==> config.mk <==
export PLATFORM = sky130hd
export DESIGN_NAME = bram_port_arbiter_flat
export DESIGN_NICKNAME = d
export VERILOG_FILES = /design/src/rtl/bram_port_arbiter_pkg.sv /design/src/rtl/bram_port_arbiter_if.sv /design/src/rtl/bram_port_arbiter_rsp_pipe.sv /design/src/rtl/bram_port_arbiter.sv /design/src/flat_wrapper.sv
export SDC_FILE = /design/constraint.sdc
export NUM_CORES = 1
export LEC_CHECK = 0
export CAP_MARGIN = 20
export CORE_MARGIN = 2
export CORE_UTILIZATION = 34
export DETAILED_ROUTE_END_ITERATION = 8
export PLACE_DENSITY = 0.82
export RECOVER_POWER = 25
export SYNTH_ARGS = -nofsm -noshare
export SYNTH_HDL_FRONTEND = slang
export SYNTH_SLANG_ARGS = --single-unit
==> constraint.sdc <==
create_clock -name clk -period 1.9 [get_ports clk]
set_input_delay 0.38 -clock clk [delete_from_list [all_inputs] [get_ports clk]]
set_output_delay 0.38 -clock clk [all_outputs]
set_load 0.05 [all_outputs]
==> src/rtl/bram_port_arbiter_pkg.sv <==
// ============================================================================
// Package : bram_arb_pkg
// Brief   : Shared types and default widths for the two-port BRAM arbiter.
// Rev     : 1.0 - initial release
// ============================================================================
`default_nettype none

package bram_arb_pkg;

    localparam int DEF_ADDR_W = 10;
    localparam int DEF_DATA_W = 32;

    typedef enum logic {
        PORT0 = 1'b0,
        PORT1 = 1'b1
    } port_id_t;

    typedef struct packed {
        logic     valid;
        port_id_t port;
    } rsp_tag_t;

endpackage

`default_nettype wire

==> src/rtl/bram_port_arbiter_if.sv <==
// ============================================================================
// Interface : bram_port_arbiter_if
// Brief     : One requester's request/response channel into the BRAM arbiter.
// Rev       : 1.0 - initial release
// ============================================================================
`default_nettype none

interface bram_port_arbiter_if #(
    parameter int ADDR_W = 10,
    parameter int DATA_W = 32
);
    logic              valid;
    logic              we;
    logic [ADDR_W-1:0] addr;
    logic [DATA_W-1:0] wdata;
    logic              ready;
    logic              rsp_valid;
    logic [DATA_W-1:0] rdata;

    modport master (
        output valid, we, addr, wdata,
        input  ready, rsp_valid, rdata
    );

    modport slave (
        input  valid, we, addr, wdata,
        output ready, rsp_valid, rdata
    );
endinterface

`default_nettype wire

==> src/rtl/bram_port_arbiter_rsp_pipe.sv <==
// ============================================================================
// Module : bram_rsp_pipe
// Brief  : Shift register carrying read tags alongside the BRAM read latency.
// Rev    : 1.0 - initial release
// ============================================================================
`default_nettype none

module bram_rsp_pipe
    import bram_arb_pkg::*;
#(
    parameter int DEPTH = 2
) (
    input  wire logic     clk,
    input  wire logic     reset_n,
    input  rsp_tag_t      tag_in,
    output rsp_tag_t      tag_out
);

    rsp_tag_t stage [DEPTH];

    always_ff @(posedge clk or negedge reset_n) begin
        if (!reset_n) begin
            for (int i = 0; i < DEPTH; i++) begin
                stage[i] <= '0;
            end
        end else begin
            stage[0] <= tag_in;
            for (int i = 1; i < DEPTH; i++) begin
                stage[i] <= stage[i-1];
            end
        end
    end

    assign tag_out = stage[DEPTH-1];

endmodule

`default_nettype wire

==> src/rtl/bram_port_arbiter.sv <==
// ============================================================================
// Module : bram_port_arbiter
// Brief  : Round-robin sharing of one BRAM port between two requesters.
// Rev    : 1.0 - initial release
// ============================================================================
`default_nettype none

module bram_port_arbiter
    import bram_arb_pkg::*;
#(
    parameter int ADDR_W = DEF_ADDR_W,
    parameter int DATA_W = DEF_DATA_W,
    parameter int RD_LAT = 1
) (
    input  wire logic              clk,
    input  wire logic              reset_n,
    input  wire logic              en,
    bram_port_arbiter_if.slave     req0,
    bram_port_arbiter_if.slave     req1,
    output logic                   bram_en,
    output logic                   bram_we,
    output logic [ADDR_W-1:0]      bram_addr,
    output logic [DATA_W-1:0]      bram_din,
    input  wire logic [DATA_W-1:0] bram_dout
);

    port_id_t last_gnt;
    port_id_t issue_port;
    logic     gnt0;
    logic     gnt1;
    rsp_tag_t tag_in;
    rsp_tag_t tag_out;

    // Port 0 wins a contest only when port 1 was the most recent grant.
    always_comb begin
        gnt0 = 1'b0;
        gnt1 = 1'b0;
        if (en) begin
            if (req0.valid && (!req1.valid || last_gnt == PORT1)) begin
                gnt0 = 1'b1;
            end else if (req1.valid) begin
                gnt1 = 1'b1;
            end
        end
    end

    assign req0.ready = gnt0;
    assign req1.ready = gnt1;

    always_ff @(posedge clk or negedge reset_n) begin
        if (!reset_n) begin
            last_gnt   <= PORT1;
            issue_port <= PORT0;
            bram_en    <= 1'b0;
            bram_we    <= 1'b0;
            bram_addr  <= '0;
            bram_din   <= '0;
        end else begin
            bram_en <= gnt0 | gnt1;
            bram_we <= (gnt0 & req0.we) | (gnt1 & req1.we);
            if (gnt0 || gnt1) begin
                last_gnt   <= gnt1 ? PORT1 : PORT0;
                issue_port <= gnt1 ? PORT1 : PORT0;
                bram_addr  <= gnt1 ? req1.addr  : req0.addr;
                bram_din   <= gnt1 ? req1.wdata : req0.wdata;
            end
        end
    end

    // Tags enter at the issue stage, so the pipe adds RD_LAT+1 clocks on top of it.
    always_comb begin
        tag_in       = '0;
        tag_in.valid = bram_en & ~bram_we;
        tag_in.port  = issue_port;
    end

    bram_rsp_pipe #(
        .DEPTH (RD_LAT + 1)
    ) u_rsp_pipe (
        .clk     (clk),
        .reset_n (reset_n),
        .tag_in  (tag_in),
        .tag_out (tag_out)
    );

    assign req0.rsp_valid = tag_out.valid && (tag_out.port == PORT0);
    assign req1.rsp_valid = tag_out.valid && (tag_out.port == PORT1);
    assign req0.rdata     = bram_dout;
    assign req1.rdata     = bram_dout;

endmodule

`default_nettype wire

==> src/flat_wrapper.sv <==
// flat-port wrapper written by rule: the top's interface ports become plain ports
module bram_port_arbiter_flat import bram_arb_pkg::*;
#(
    parameter int ADDR_W = DEF_ADDR_W,
    parameter int DATA_W = DEF_DATA_W,
    parameter int RD_LAT = 1
)
  (clk, reset_n, en, bram_en, bram_we, bram_addr, bram_din, bram_dout, req0_valid, req0_we, req0_addr, req0_wdata, req0_ready, req0_rsp_valid, req0_rdata, req1_valid, req1_we, req1_addr, req1_wdata, req1_ready, req1_rsp_valid, req1_rdata);
  bram_port_arbiter_if #(.ADDR_W(ADDR_W), .DATA_W(DATA_W)) req0_i ();
  bram_port_arbiter_if #(.ADDR_W(ADDR_W), .DATA_W(DATA_W)) req1_i ();
  input  wire logic clk;
  input  wire logic reset_n;
  input  wire logic en;
  output logic bram_en;
  output logic bram_we;
  output logic [ADDR_W-1:0] bram_addr;
  output logic [DATA_W-1:0] bram_din;
  input  wire logic [DATA_W-1:0] bram_dout;
  input wire logic [$bits(req0_i.valid)-1:0] req0_valid;
  input wire logic [$bits(req0_i.we)-1:0] req0_we;
  input wire logic [$bits(req0_i.addr)-1:0] req0_addr;
  input wire logic [$bits(req0_i.wdata)-1:0] req0_wdata;
  output wire logic [$bits(req0_i.ready)-1:0] req0_ready;
  output wire logic [$bits(req0_i.rsp_valid)-1:0] req0_rsp_valid;
  output wire logic [$bits(req0_i.rdata)-1:0] req0_rdata;
  input wire logic [$bits(req1_i.valid)-1:0] req1_valid;
  input wire logic [$bits(req1_i.we)-1:0] req1_we;
  input wire logic [$bits(req1_i.addr)-1:0] req1_addr;
  input wire logic [$bits(req1_i.wdata)-1:0] req1_wdata;
  output wire logic [$bits(req1_i.ready)-1:0] req1_ready;
  output wire logic [$bits(req1_i.rsp_valid)-1:0] req1_rsp_valid;
  output wire logic [$bits(req1_i.rdata)-1:0] req1_rdata;
  assign req0_i.valid = req0_valid;
  assign req0_i.we = req0_we;
  assign req0_i.addr = req0_addr;
  assign req0_i.wdata = req0_wdata;
  assign req0_ready = req0_i.ready;
  assign req0_rsp_valid = req0_i.rsp_valid;
  assign req0_rdata = req0_i.rdata;
  assign req1_i.valid = req1_valid;
  assign req1_i.we = req1_we;
  assign req1_i.addr = req1_addr;
  assign req1_i.wdata = req1_wdata;
  assign req1_ready = req1_i.ready;
  assign req1_rsp_valid = req1_i.rsp_valid;
  assign req1_rdata = req1_i.rdata;
  bram_port_arbiter #(.ADDR_W(ADDR_W), .DATA_W(DATA_W), .RD_LAT(RD_LAT)) u_core (.clk(clk), .reset_n(reset_n), .en(en), .req0(req0_i), .req1(req1_i), .bram_en(bram_en), .bram_we(bram_we), .bram_addr(bram_addr), .bram_din(bram_din), .bram_dout(bram_dout));
endmodule
# ---- Yosys cells after proc, flatten, opt, wreduce, memory -nomap -nowiden
# Index checks and enable logic that the tools add are counted.
dict set report word_totals {
  word_cells 31
  out_inout_bits 112
  inputBits 123
  reg_bits 50
}
dict set report classes {
  muxes 8
  reduce_logical 6
  bitwise_logic 7
}
# op count
set ops {}
lappend ops {{$mux 32} 1}
lappend ops {{$mux 10} 1}
lappend ops {{$mux 1} 6}
lappend ops {{$and 1x1->1} 3}
lappend ops {{$logic_and 1x1->1} 3}
lappend ops {{$logic_or 1x1->1} 2}
lappend ops {{$not 1->1} 2}
lappend ops {{$or 1x1->1} 2}
lappend ops {{$logic_not 1->1} 1}

# ---- Depth between registers and ports, before layout
# Gate-level depths: netlist (run 1).
dict set report logic_depth {
  word_depth 7
  mapped_depth 6
  mapped_depth_nobuf 3
}

# ---- Cells and area by module
# A second synthesis (run 1) with hierarchy kept.
dict set report hier_totals {
  cells_unflattened 336
  hier_area_um2 3029.2
}
# mod area_per_inst_um2 cells_per_inst n_inst seq_area_each_um2
set by_module_without_submodules {}
lappend by_module_without_submodules {bram_port_arbiter 2914.0 330 1 1152.4}
lappend by_module_without_submodules {bram_rsp_pipe 115.1 6 1 100.1}

# ---- Worst setup path after synthesis (run 1)
# OpenSTA, ideal clock, no wires.
dict set report synth_timing {
  path_kind {register -> output}
  start {reg u_core.last_gnt}
  end {out req0_ready}
  arrival_time_ps 1477
  path_slack_ps 43
  stages_incl_launch_ff 3
  path_buffers 0
  required_time_ps 1520
  path_cell_list {dfstp_2 > clkinv_1 > a21oi_1}
}
dict set report synth_between {
  elab_chain_cells 4
}
# item line
set synth_rtl {}
lappend synth_rtl {{start, declared} bram_port_arbiter.sv:27} ;# port_id_t last_gnt;
lappend synth_rtl {{start signal, assigned} bram_port_arbiter.sv:62} ;# last_gnt <= gnt1 ? PORT1 : PORT0;
lappend synth_rtl {{$logic_or 1x1->1} bram_port_arbiter.sv:39} ;# if (req0.valid && (!req1.valid || last_gnt == PORT1)) begin
lappend synth_rtl {{$logic_and 1x1->1} bram_port_arbiter.sv:39}
lappend synth_rtl {{$mux 1} bram_port_arbiter.sv:39}
lappend synth_rtl {{$mux 1} bram_port_arbiter.sv:38} ;# if (en) begin
lappend synth_rtl {{end, declared} flat_wrapper.sv:23} ;# output wire logic [$bits(req0_i.ready)-1:0] req0_ready;
# Every way passes these cells.

# ---- Worst setup path in the final report (run 1)
dict set report layout_timing {
  start {reg u_core.bram_din[0]}
  end {out bram_din[0]}
}
# item line
set layout_rtl {}
lappend layout_rtl {{start, declared} bram_port_arbiter.sv:23} ;# output logic [DATA_W-1:0] bram_din,
lappend layout_rtl {{start signal, assigned} bram_port_arbiter.sv:65} ;# bram_din <= gnt1 ? req1.wdata : req0.wdata;
lappend layout_rtl {{end, declared} flat_wrapper.sv:17} ;# output logic [DATA_W-1:0] bram_din;
# No word-level cell between the ends.

==> impl_metrics.env, run 1 <==
export IMPL_pre_cts_slack_ns=-0.0218
export IMPL_drt_pre_antenna_iters=4
export IMPL_crit_path_start_kind="flop"
export IMPL_detail_route_wl_per_cell_microns=18.7
export IMPL_hold_viol=0
export IMPL_rows=34
export IMPL_synth_cells=334
export IMPL_cp_num_cells=1
export IMPL_vdd_ir_drop_max_uv=331
export IMPL_worst_setup_path_type="flop to output pin"
export IMPL_antenna_cells=0
export IMPL_crit_buf_inv=1
export IMPL_power_internal_w=0.00216
export IMPL_synth_avg_cell_area_sq_um=9.01
export IMPL_grt_pass1_vias=2780
export IMPL_die_x_microns=98.1
export IMPL_io_pin_count=235
export IMPL_synth_area_sq_um=3010
export IMPL_critPathArrivalTime_ns=1.47
export IMPL_numPlacedInstances=498
export IMPL_overflow=0
export IMPL_routabilityCongestion=0.825
export IMPL_seq_power_share_pct=37.6
export IMPL_synth_net_count=457
export IMPL_dieArea_sq_um=9620
export IMPL_period_share_pct=97.2
export IMPL_die_h_microns=98.1
export IMPL_cp_top_family="buffers and inverters"
export IMPL_worst_hold_slack_ns=0.356
export IMPL_relSlewSlack_pct=11.6
export IMPL_rr_worst_depth=4
export IMPL_ys_types=21
export IMPL_fill_cells=811
export IMPL_dpl_hpwl_microns=7010
export IMPL_drtIter0Drc=134
export IMPL_start_util_pct=34.8
export IMPL_groute_usage_overall_pct=19.1
export IMPL_finalMaxSlewViolations=0
export IMPL_multi_input_area_sq_um=1070
export IMPL_synth_edff_count=0
export IMPL_ys_ff_latch=50
export IMPL_r2r_end="u_core.bram_din[3]"
export IMPL_grt_first_pass_wirelength_microns=15000
export IMPL_worstPathCellList="clkdlybuf4s50_1"
export IMPL_p_comb_share_pct=39.8
export IMPL_placed_area_sq_um=4000
export IMPL_antenna_found_initial=0
export IMPL_reg2reg_from="u_core.last_gnt"
export IMPL_critPathMaxFanout=2
export IMPL_yosysSeqAreaShare_pct=41.6
export IMPL_p_leak_nw=1.59
export IMPL_reg2reg_slack_ns=0.48
export IMPL_synth_async_sr_flop_share_pct=100
export IMPL_max_cap_viol_count=0
export IMPL_end_kind="output pin"
export IMPL_min_path_type="input pin to async pin"
export IMPL_nets=520
export IMPL_coreArea_sq_um=8640
export IMPL_cts_max_level=2
export IMPL_fmax_ghz=0.542
export IMPL_swShare_pct=37.1
export IMPL_syn_to_final_growth_pct=37.4
export IMPL_clkLatencyLatePin_ns=0.29
export IMPL_powerDensity_nw_per_um2=829
export IMPL_drcViolationCount=0
export IMPL_setup_viol_count_final=0
export IMPL_power_net_switching_w=0.00127
export IMPL_worst_pin_slew_ns=1.33
export IMPL_status="finished clean"
export IMPL_cts_buffers=5
export IMPL_clkPwrFrac_pct=22.6
export IMPL_cts_sinks=50
export IMPL_rsz0062_at_grt="false"
export IMPL_routed_via_density=5.54
export IMPL_path_clk_slew_ns=0.09
export IMPL_cts_tree="done"
export IMPL_worst_slack_ns=0.0536
export IMPL_grt_max_degree=57
export IMPL_cts_setup_buffers=0
export IMPL_drtAntennaViolNets=0
export IMPL_synth_flop_cell="dfrtp_1"
export IMPL_cts_root_buf="clkbuf_8"
export IMPL_crit_path_max_incr_delay_ns=0.82
export IMPL_fin_area_sq_um=4140
export IMPL_worst_ep_required_time_ns=1.52
export IMPL_yosysWarnings=0
export IMPL_vias=2802
export IMPL_slowest_stage="clkdlybuf4s50_1"
export IMPL_drive_gt1_share_pct=11.1
export IMPL_clock_skew_ns=0.00628
export IMPL_io_buffers=138
export IMPL_routed_wl_microns=9470
export IMPL_register_area_sq_um=1250
export IMPL_clockBufferDepth=2
export IMPL_final_cells=506
export IMPL_fin_crit_ns=1.85
[how the worst max path moves through the flow]
stage                                    from            to
after CTS                                  en    req0_ready
after floorplan               u_core.last_gnt    req0_ready
after detailed placement                   en    req1_ready
after global routing      u_core.bram_din[14]  bram_din[14]
final                      u_core.bram_din[0]   bram_din[0]
after global placement                     en    req1_ready
[power by group through the flow]
stage,Combinational [W],Sequential (W),Clock (W)
after floorplan,0.000698,0.00176,0
after global placement,0.00135,0.00131,0
after detailed placement,0.00137,0.00131,0
after CTS,0.00138,0.00129,0.000799
after global routing,0.00144,0.00131,0.000848
final,0.00137,0.00129,0.000775
[cell usage after synthesis, types with 2 or more instances]
| master | count | area (sq um) |
|---|---|---|
| a31oi_1 | 42 | 263 |
| and2_1 | 2 | 12.5 |
| buf_2 | 13 | 65.1 |
| buf_4 | 64 | 480 |
| buf_6 | 5 | 56.3 |
| clkbuf_1 | 16 | 60.1 |
| clkbuf_2 | 3 | 15.0 |
| clkinv_1 | 2 | 7.51 |
| dfrtp_1 | 49 | 1230 |
| nand2_1 | 2 | 7.51 |
| nor2_1 | 43 | 161 |
| nor2b_1 | 2 | 12.5 |
| o2111ai_1 | 42 | 368 |
| o21ai_0 | 35 | 175 |
| o21ai_1 | 7 | 35.0 |
| o22ai_1 | 2 | 12.5 |
[flip-flops by register name, summed over array words and instances, names as in the netlist]
register	count
u_core.u_rsp_pipe.stage	2
u_core.bram_addr	10
u_core.u_rsp_pipe.tag_out	2
u_core.bram_din	32
u_core.issue_port	1
u_core.bram_en	1
u_core.last_gnt	1
u_core.bram_we	1
[logic make-up (layout without fill, tap and decap cells)]
| family | count (synthesis) | count (layout) | share of synthesized area, % |
|---|---|---|---|
| compound gates | 131 | 131 | 29.1 |
| buf+inv | 104 | 168 | 22.9 |
| flops | 50 | 50 | 41.6 |
| simple gates | 49 | 49 | 6.44 |
[worst reg2reg max path, delay by kind of cell (launching register included)]
family,cells,cell delay (ns)
AO/OA/AOI/OAI,2,0.43
buffers and inverters,2,0.31
flip-flops,1,0.54
[metrics by stage]
step / power, W / utilization (%) / TNS (ns)
after floorplan: 0.00245 / - / 0
after global placement: 0.00266 / 46.3 / -0.0223
after detailed placement: 0.00268 / 46.3 / -0.0218
after CTS: 0.00347 / 47.7 / 0
after global routing: 0.00360 / 47.9 / 0
final: 0.00343 / 47.9 / 0
[layout by cell type (no fill, tap or decap)]
master           netlist  layout
clkdlybuf4s50_1        0     114
dfrtp_1               49      49
o2111ai_1             42      42
nor2_1                43      42
a31oi_1               42      42
o21ai_0               35      35
buf_4                 64      29
dlymetal6s2s_1         0       8
o21ai_1                7       7
clkbuf_8               0       6
buf_12                 0       4
nand2_1                2       2
and2_1                 2       2
clkinv_1               2       2
nor2b_1                2       2
o22ai_1                2       2
clkbuf_1              16       2
nor2_2                 0       1
a21oi_1                1       1
o21a_2                 0       1
a22o_1                 1       1
inv_1                  1       1
bufinv_16              0       1
buf_2                 13       1
dfstp_2                1       1
[metal layers]
metal / part of all wire, % / track usage [%]
met1: 37 / 23.0
met2: 53 / 34.4
met3: 8.5 / 4.22
met4: 1.7 / 5.45
met5: 0 / 0
[what timing repair did]
action                                  in CTS  in global routing
resized for setup                            1                  8
gates cloned                                 0                  0
endpoints found under the setup margin       1                  8
hold buffers                                 0                  0
[final cells by class]
type                       count  area share [%]
clock buffer                   7            2.09
timing repair buffer         157            37.4
sequential                    50            30.3
tap                          108            3.27
multi-input combinational    180            25.9
inverter                       3           0.272
clock inverter                 1           0.726
Power figures use the tool's default switching activity.
==> inputs of run 2 (changes only) <==
SYNTH_HIERARCHICAL = 1   (was not set)
==> impl_metrics.env, run 2 <==
export IMPL_status="finished clean"
export IMPL_routed_wl_microns=9310
export IMPL_critPathArrivalTime_ns=1.48
export IMPL_multi_input_area_sq_um=1070
export IMPL_dieArea_sq_um=9680
export IMPL_grt_pass1_vias=2830
export IMPL_crit_path_start_kind="flop"
export IMPL_fin_crit_ns=1.86
export IMPL_ys_ff_latch=50
export IMPL_register_area_sq_um=1250
export IMPL_die_x_microns=98.4
export IMPL_synth_largest_area_cell="dfrtp_1"
export IMPL_die_h_microns=98.4
export IMPL_drive_gt1_share_pct=10.4
export IMPL_synth_net_count=459
export IMPL_grt_max_degree=49
export IMPL_p_leak_nw=1.57
export IMPL_coreArea_sq_um=8680
export IMPL_drt_pre_antenna_iters=4
export IMPL_drtIter0Drc=85
export IMPL_netlist_top_cells_count="buf_4, dfrtp_1, nor2_1, a31oi_1, o2111ai_1"
export IMPL_post_cts_resized=0
export IMPL_path_clk_slew_ns=0.09
export IMPL_cts_hold_buf=0
export IMPL_r2r_end="u_core/bram_addr[2]"
export IMPL_largest_registers="u_core/bram_din (32), u_core/bram_addr (10)"
export IMPL_ys_types=21
export IMPL_drcViolationCount=0
export IMPL_setup_tns_ns=0
export IMPL_clkLatencyLatePin_ns=0.30
export IMPL_yosysSeqAreaShare_pct=41.3
export IMPL_start_util_pct=34.9
export IMPL_cts_buffers=5
export IMPL_max_cap_viol_count=0
export IMPL_cts_max_level=2
export IMPL_synth_avg_cell_area_sq_um=9.02
export IMPL_overflow=0
export IMPL_rr_worst_depth=4
export IMPL_synth_cells=336
export IMPL_worst_pin_slew_ns=1.31
export IMPL_cts_tree="done"
export IMPL_critPathMaxFanout=2
export IMPL_vias=2805
export IMPL_cp_top_family="buffers and inverters"
export IMPL_slowest_stage="clkdlybuf4s50_1"
export IMPL_cp_num_cells=1
export IMPL_syn_to_final_growth_pct=35.1
export IMPL_reg2reg_slack_ns=0.47
export IMPL_crit_buf_inv=1
export IMPL_setup_viol_count_final=0
export IMPL_synth_async_sr_flop_share_pct=100
export IMPL_placed_area_sq_um=3970
export IMPL_nets=515
export IMPL_end_kind="output pin"
export IMPL_synth_area_top_cells="dfrtp_1, buf_4, o2111ai_1"
export IMPL_clock_skew_ns=0.0105
export IMPL_period_share_pct=97.7
export IMPL_yosysMostFrequentCell="buf_4"
export IMPL_io_buffers=138
export IMPL_regMostFlops="u_core/bram_din"
export IMPL_io_pin_count=235
export IMPL_crit_path_max_incr_delay_ns=0.81
export IMPL_detail_route_wl_per_cell_microns=18.5
export IMPL_worst_setup_path_type="flop to output pin"
export IMPL_final_common_cell="clkdlybuf4s50_1"
export IMPL_routabilityCongestion=0.796
export IMPL_cts_root_buf="clkbuf_8"
export IMPL_powerDensity_nw_per_um2=828
export IMPL_grt_first_pass_wirelength_microns=14700
export IMPL_routed_via_density=5.59
export IMPL_hold_viol=0
export IMPL_synth_area_sq_um=3030
export IMPL_critPathLaunch="u_core/bram_addr[9]"
export IMPL_rows=34
export IMPL_fin_area_sq_um=4090
export IMPL_antenna_found_initial=1
export IMPL_groute_usage_overall_pct=18.8
export IMPL_worst_hold_slack_ns=0.345
export IMPL_power_w=0.00339
export IMPL_reg2reg_from="u_core/last_gnt"
export IMPL_worstPathCellList="clkdlybuf4s50_1"
export IMPL_vdd_ir_drop_max_uv=356
export IMPL_relSlewSlack_pct=12.8
export IMPL_synth_flop_cell="dfrtp_1"
export IMPL_fmax_ghz=0.539
export IMPL_synth_edff_count=0
export IMPL_largest_reg_flops=32
export IMPL_finalMaxSlewViolations=0
export IMPL_drtAntennaViolNets=0
export IMPL_final_cell_mix="clkdlybuf4s50_1, dfrtp_1, o2111ai_1, nor2_1, a31oi_1"
export IMPL_cts_sinks=50
export IMPL_dpl_hpwl_microns=6430
export IMPL_yosysWarnings=6
export IMPL_post_route_util_pct=47.1
export IMPL_clockBufferDepth=2
export IMPL_min_path_type="input pin to async pin"
export IMPL_fill_cells=822
export IMPL_cts_setup_buffers=0
export IMPL_worst_ep_required_time_ns=1.52
export IMPL_synth_top_area_share_pct=40.5
## run 2: power by group
group | internal, W | switching [W]
clock | 0.000393 | 0.000351
combinational | 0.000507 | 0.000852
sequential | 0.00121 | 0.0000765
## run 2: through the flow
| stage | cells | worst slack (ns) |
|---|---|---|
| after floorplan | 336 | 0.0432 |
| after global placement | 493 | 0.104 |
| after detailed placement | 493 | 0.0605 |
| after CTS | 501 | 0.0209 |
| after global routing | 502 | -0.000856 |
| final | 502 | 0.0431 |
## run 2: cell type report
type / instances / area share (%)
antenna: 1 / 0.0612
clock buffer: 6 / 1.77
clock inverter: 2 / 0.917
inverter: 3 / 0.275
multi-input combinational: 180 / 26.2
sequential: 50 / 30.6
tap: 108 / 3.30
timing repair buffer: 152 / 36.9
## run 2: cells by family (layout without fill, tap and decap cells)
| group | Yosys count | after routing | synth area share, % |
|---|---|---|---|
| other | 0 | 1 | 0 |
| AOI/OAI and AO/OA | 131 | 131 | 28.9 |
| DFF | 50 | 50 | 41.3 |
| buffers and inverters | 106 | 163 | 23.4 |
| and+or+nand+nor | 49 | 49 | 6.40 |
## run 2: per-layer routing
| layer | vias up | wire length [microns] | track usage (%) |
|---|---|---|---|
| li1 | 1283 | - | - |
| met5 | - | 0 | 0 |
| met2 | 146 | 4600 | 32.1 |
| met1 | 1344 | 3780 | 23.0 |
| met4 | 0 | 252 | 7.59 |
| met3 | 32 | 676 | 4.15 |
## run 2: worst max-delay path by stage
stage                     slack [ns]           end
after global routing         -0.0009  bram_addr[6]
final                           0.04  bram_addr[9]
after detailed placement        0.06    req1_ready
after global placement          0.10    req1_ready
after CTS                       0.02  bram_din[21]
after floorplan                 0.04    req0_ready
==> inputs of run 3 (changes only) <==
CELL_PAD_IN_SITES_DETAIL_PLACEMENT = 1   (was not set)
CELL_PAD_IN_SITES_GLOBAL_PLACEMENT = 2   (was not set)
CORE_UTILIZATION = 18   (was 34)
CTS_BUF_LIST = sky130_fd_sc_hd__clkbuf_8   (was not set)
PLACE_DENSITY = not set   (was 0.82)
PLACE_DENSITY_LB_ADDON = 0.1   (was not set)
==> impl_metrics.env, run 3 (synthesis gave the netlist of run 2 again) <==
export IMPL_drive_gt1_share_pct=14.4
export IMPL_cts_setup_buffers=0
export IMPL_worst_ep_required_time_ns=1.52
export IMPL_slowest_stage="clkdlybuf4s50_1"
export IMPL_cts_max_level=2
export IMPL_end_kind="output pin"
export IMPL_hold_viol=0
export IMPL_setup_viol_count_final=0
export IMPL_clkPwrFrac_pct=22.3
export IMPL_power_internal_w=0.00201
export IMPL_worst_pin_slew_ns=1.44
export IMPL_p_comb_share_pct=39.9
export IMPL_fmax_ghz=0.542
export IMPL_setup_tns_ns=0
export IMPL_path_clk_slew_ns=0.11
export IMPL_cts_sinks=50
export IMPL_critPathLaunch="req0_valid"
export IMPL_regMostFlops="u_core/bram_din"
export IMPL_max_cap_viol_count=0
export IMPL_r2r_end="u_core/bram_din[23]"
export IMPL_vdd_ir_drop_max_uv=303
export IMPL_rows=47
export IMPL_status="finished clean"
export IMPL_largest_registers="u_core/bram_din (32), u_core/bram_addr (10)"
export IMPL_detail_route_wl_per_cell_microns=19.3
export IMPL_worstPathCellList="clkdlybuf4s50_1, and2_2, nor2_1, buf_12"
export IMPL_critPathMaxFanout=4
export IMPL_routabilityCongestion=0.698
export IMPL_p_leak_nw=1.58
export IMPL_swShare_pct=40.7
export IMPL_fin_crit_ns=1.85
export IMPL_cts_tree="done"
export IMPL_die_x_microns=134
export IMPL_register_area_sq_um=1250
export IMPL_start_util_pct=18.3
export IMPL_critPathArrivalTime_ns=1.47
export IMPL_holdPathStages=0
export IMPL_syn_to_final_growth_pct=39.3
export IMPL_fill_cells=1877
export IMPL_io_pin_count=235
export IMPL_final_common_cell="clkdlybuf4s50_1"
export IMPL_nets=519
export IMPL_groute_usage_overall_pct=13.5
export IMPL_cts_buffers=5
export IMPL_antenna_cells=0
export IMPL_routed_via_density=4.50
export IMPL_routed_wl_microns=11900
export IMPL_finalMaxSlewViolations=0
export IMPL_post_route_util_pct=25.5
export IMPL_drcViolationCount=0
export IMPL_pre_cts_slack_ns=0.0309
export IMPL_powerDensity_nw_per_um2=805
export IMPL_worst_slack_ns=0.0536
export IMPL_antenna_found_initial=0
export IMPL_coreArea_sq_um=16500
export IMPL_crit_path_start_kind="input pin"
export IMPL_dieArea_sq_um=17900
export IMPL_min_path_type="flop to flop"
export IMPL_drt_pre_antenna_iters=4
export IMPL_dpl_hpwl_microns=8070
export IMPL_worst_setup_path_type="input pin to output pin"
export IMPL_relSlewSlack_pct=4.13
export IMPL_period_share_pct=97.2
export IMPL_grt_first_pass_wirelength_microns=18400
export IMPL_cts_root_buf="clkbuf_8"
export IMPL_multi_input_area_sq_um=1080
export IMPL_rsz0062_at_grt="false"
export IMPL_grt_pass1_vias=2992
export IMPL_grt_max_degree=51
export IMPL_clock_skew_ns=0.0102
export IMPL_vias=2775
export IMPL_rr_worst_depth=4
export IMPL_reg2reg_from="u_core/last_gnt"
export IMPL_crit_path_max_incr_delay_ns=0.46
export IMPL_largest_reg_flops=32
export IMPL_clockBufferDepth=2
export IMPL_die_h_microns=134
export IMPL_drtIter0Drc=88
export IMPL_seq_power_share_pct=37.8
export IMPL_clkLatencyLatePin_ns=0.32
export IMPL_overflow=0
export IMPL_endpoint="req1_ready"
export IMPL_drtAntennaViolNets=0
export IMPL_power_net_switching_w=0.00138
export IMPL_reg2reg_slack_ns=0.38
export IMPL_final_cell_mix="clkdlybuf4s50_1, dfrtp_1, nor2_1, o2111ai_1, a31oi_1"
export IMPL_io_buffers=138
[run 3: changes by cell type in the layout (fill, tap and decap cells not counted), sizes merged, moves of 8 or more]
cell           delta
buf              +13
dlygate4sd2      +23
clkdlybuf4s50    -23
dlymetal6s2s      -8
[run 3: routing by layer]
metal  routed length [microns]  vias up  part of all wire [%]  global-route usage, %
li1                          -     1288                     -                      -
met1                      5690     1359                    48                   18.6
met2                      5380      110                    45                   20.8
met3                       685       18                   5.8                   3.23
met4                       148        0                   1.2                   4.08
met5                         0        -                     0                      0
[run 3: stage by stage]
stage	hold slack [ns]	total power, W	std cells	area, sq um
after floorplan	0.0844	0.00246	336	3030
after global placement	0.334	0.00274	609	4150
after detailed placement	0.342	0.00274	609	4150
final	0.365	0.00340	617	4220
after CTS	0.0288	0.00348	617	4230
after global routing	0.382	0.00359	617	4220
[run 3: layout make-up]
class                      count  area share (%)
multi-input combinational    180            25.7
timing repair buffer         156            35.4
clock buffer                   7            2.28
inverter                       3           0.267
clock inverter                 1           0.208
tap                          220            6.52
sequential                    50            29.7
[run 3: repair_timing]
| item | 4_1_cts | 5_1_grt |
|---|---|---|
| cloned | 0 | 0 |
| hold buffers | 0 | 0 |
| resized for setup | 23 | 3 |
| endpoints found under the setup margin | 23 | 3 |
[run 3: worst min-delay path by stage]
stage                                   endpoint                  startpoint  slack [ns]
floorplan                    u_core/bram_addr[0]                     reset_n        0.08
global route        u_core/u_rsp_pipe/tag_out[1]  u_core/u_rsp_pipe/stage[3]        0.38
global placement    u_core/u_rsp_pipe/tag_out[1]  u_core/u_rsp_pipe/stage[3]        0.33
finish              u_core/u_rsp_pipe/tag_out[0]  u_core/u_rsp_pipe/stage[2]        0.36
CTS                          u_core/bram_din[28]                     reset_n        0.03
detailed placement  u_core/u_rsp_pipe/tag_out[0]  u_core/u_rsp_pipe/stage[2]        0.34
[run 3: worst max-delay path: cells and delay by family]
kind,cells,cell delay [ns]
simple gates,2,0.45
buf+inv,2,0.64
[run 3: power groups by stage]
| stage | registers (W) | clock network [W] | logic (W) |
|---|---|---|---|
| floorplan | 0.00176 | 0 | 0.000707 |
| global placement | 0.00131 | 0 | 0.00142 |
| detailed placement | 0.00131 | 0 | 0.00142 |
| CTS | 0.00129 | 0.000810 | 0.00138 |
| global route | 0.00131 | 0.000839 | 0.00144 |
| finish | 0.00129 | 0.000757 | 0.00135 |
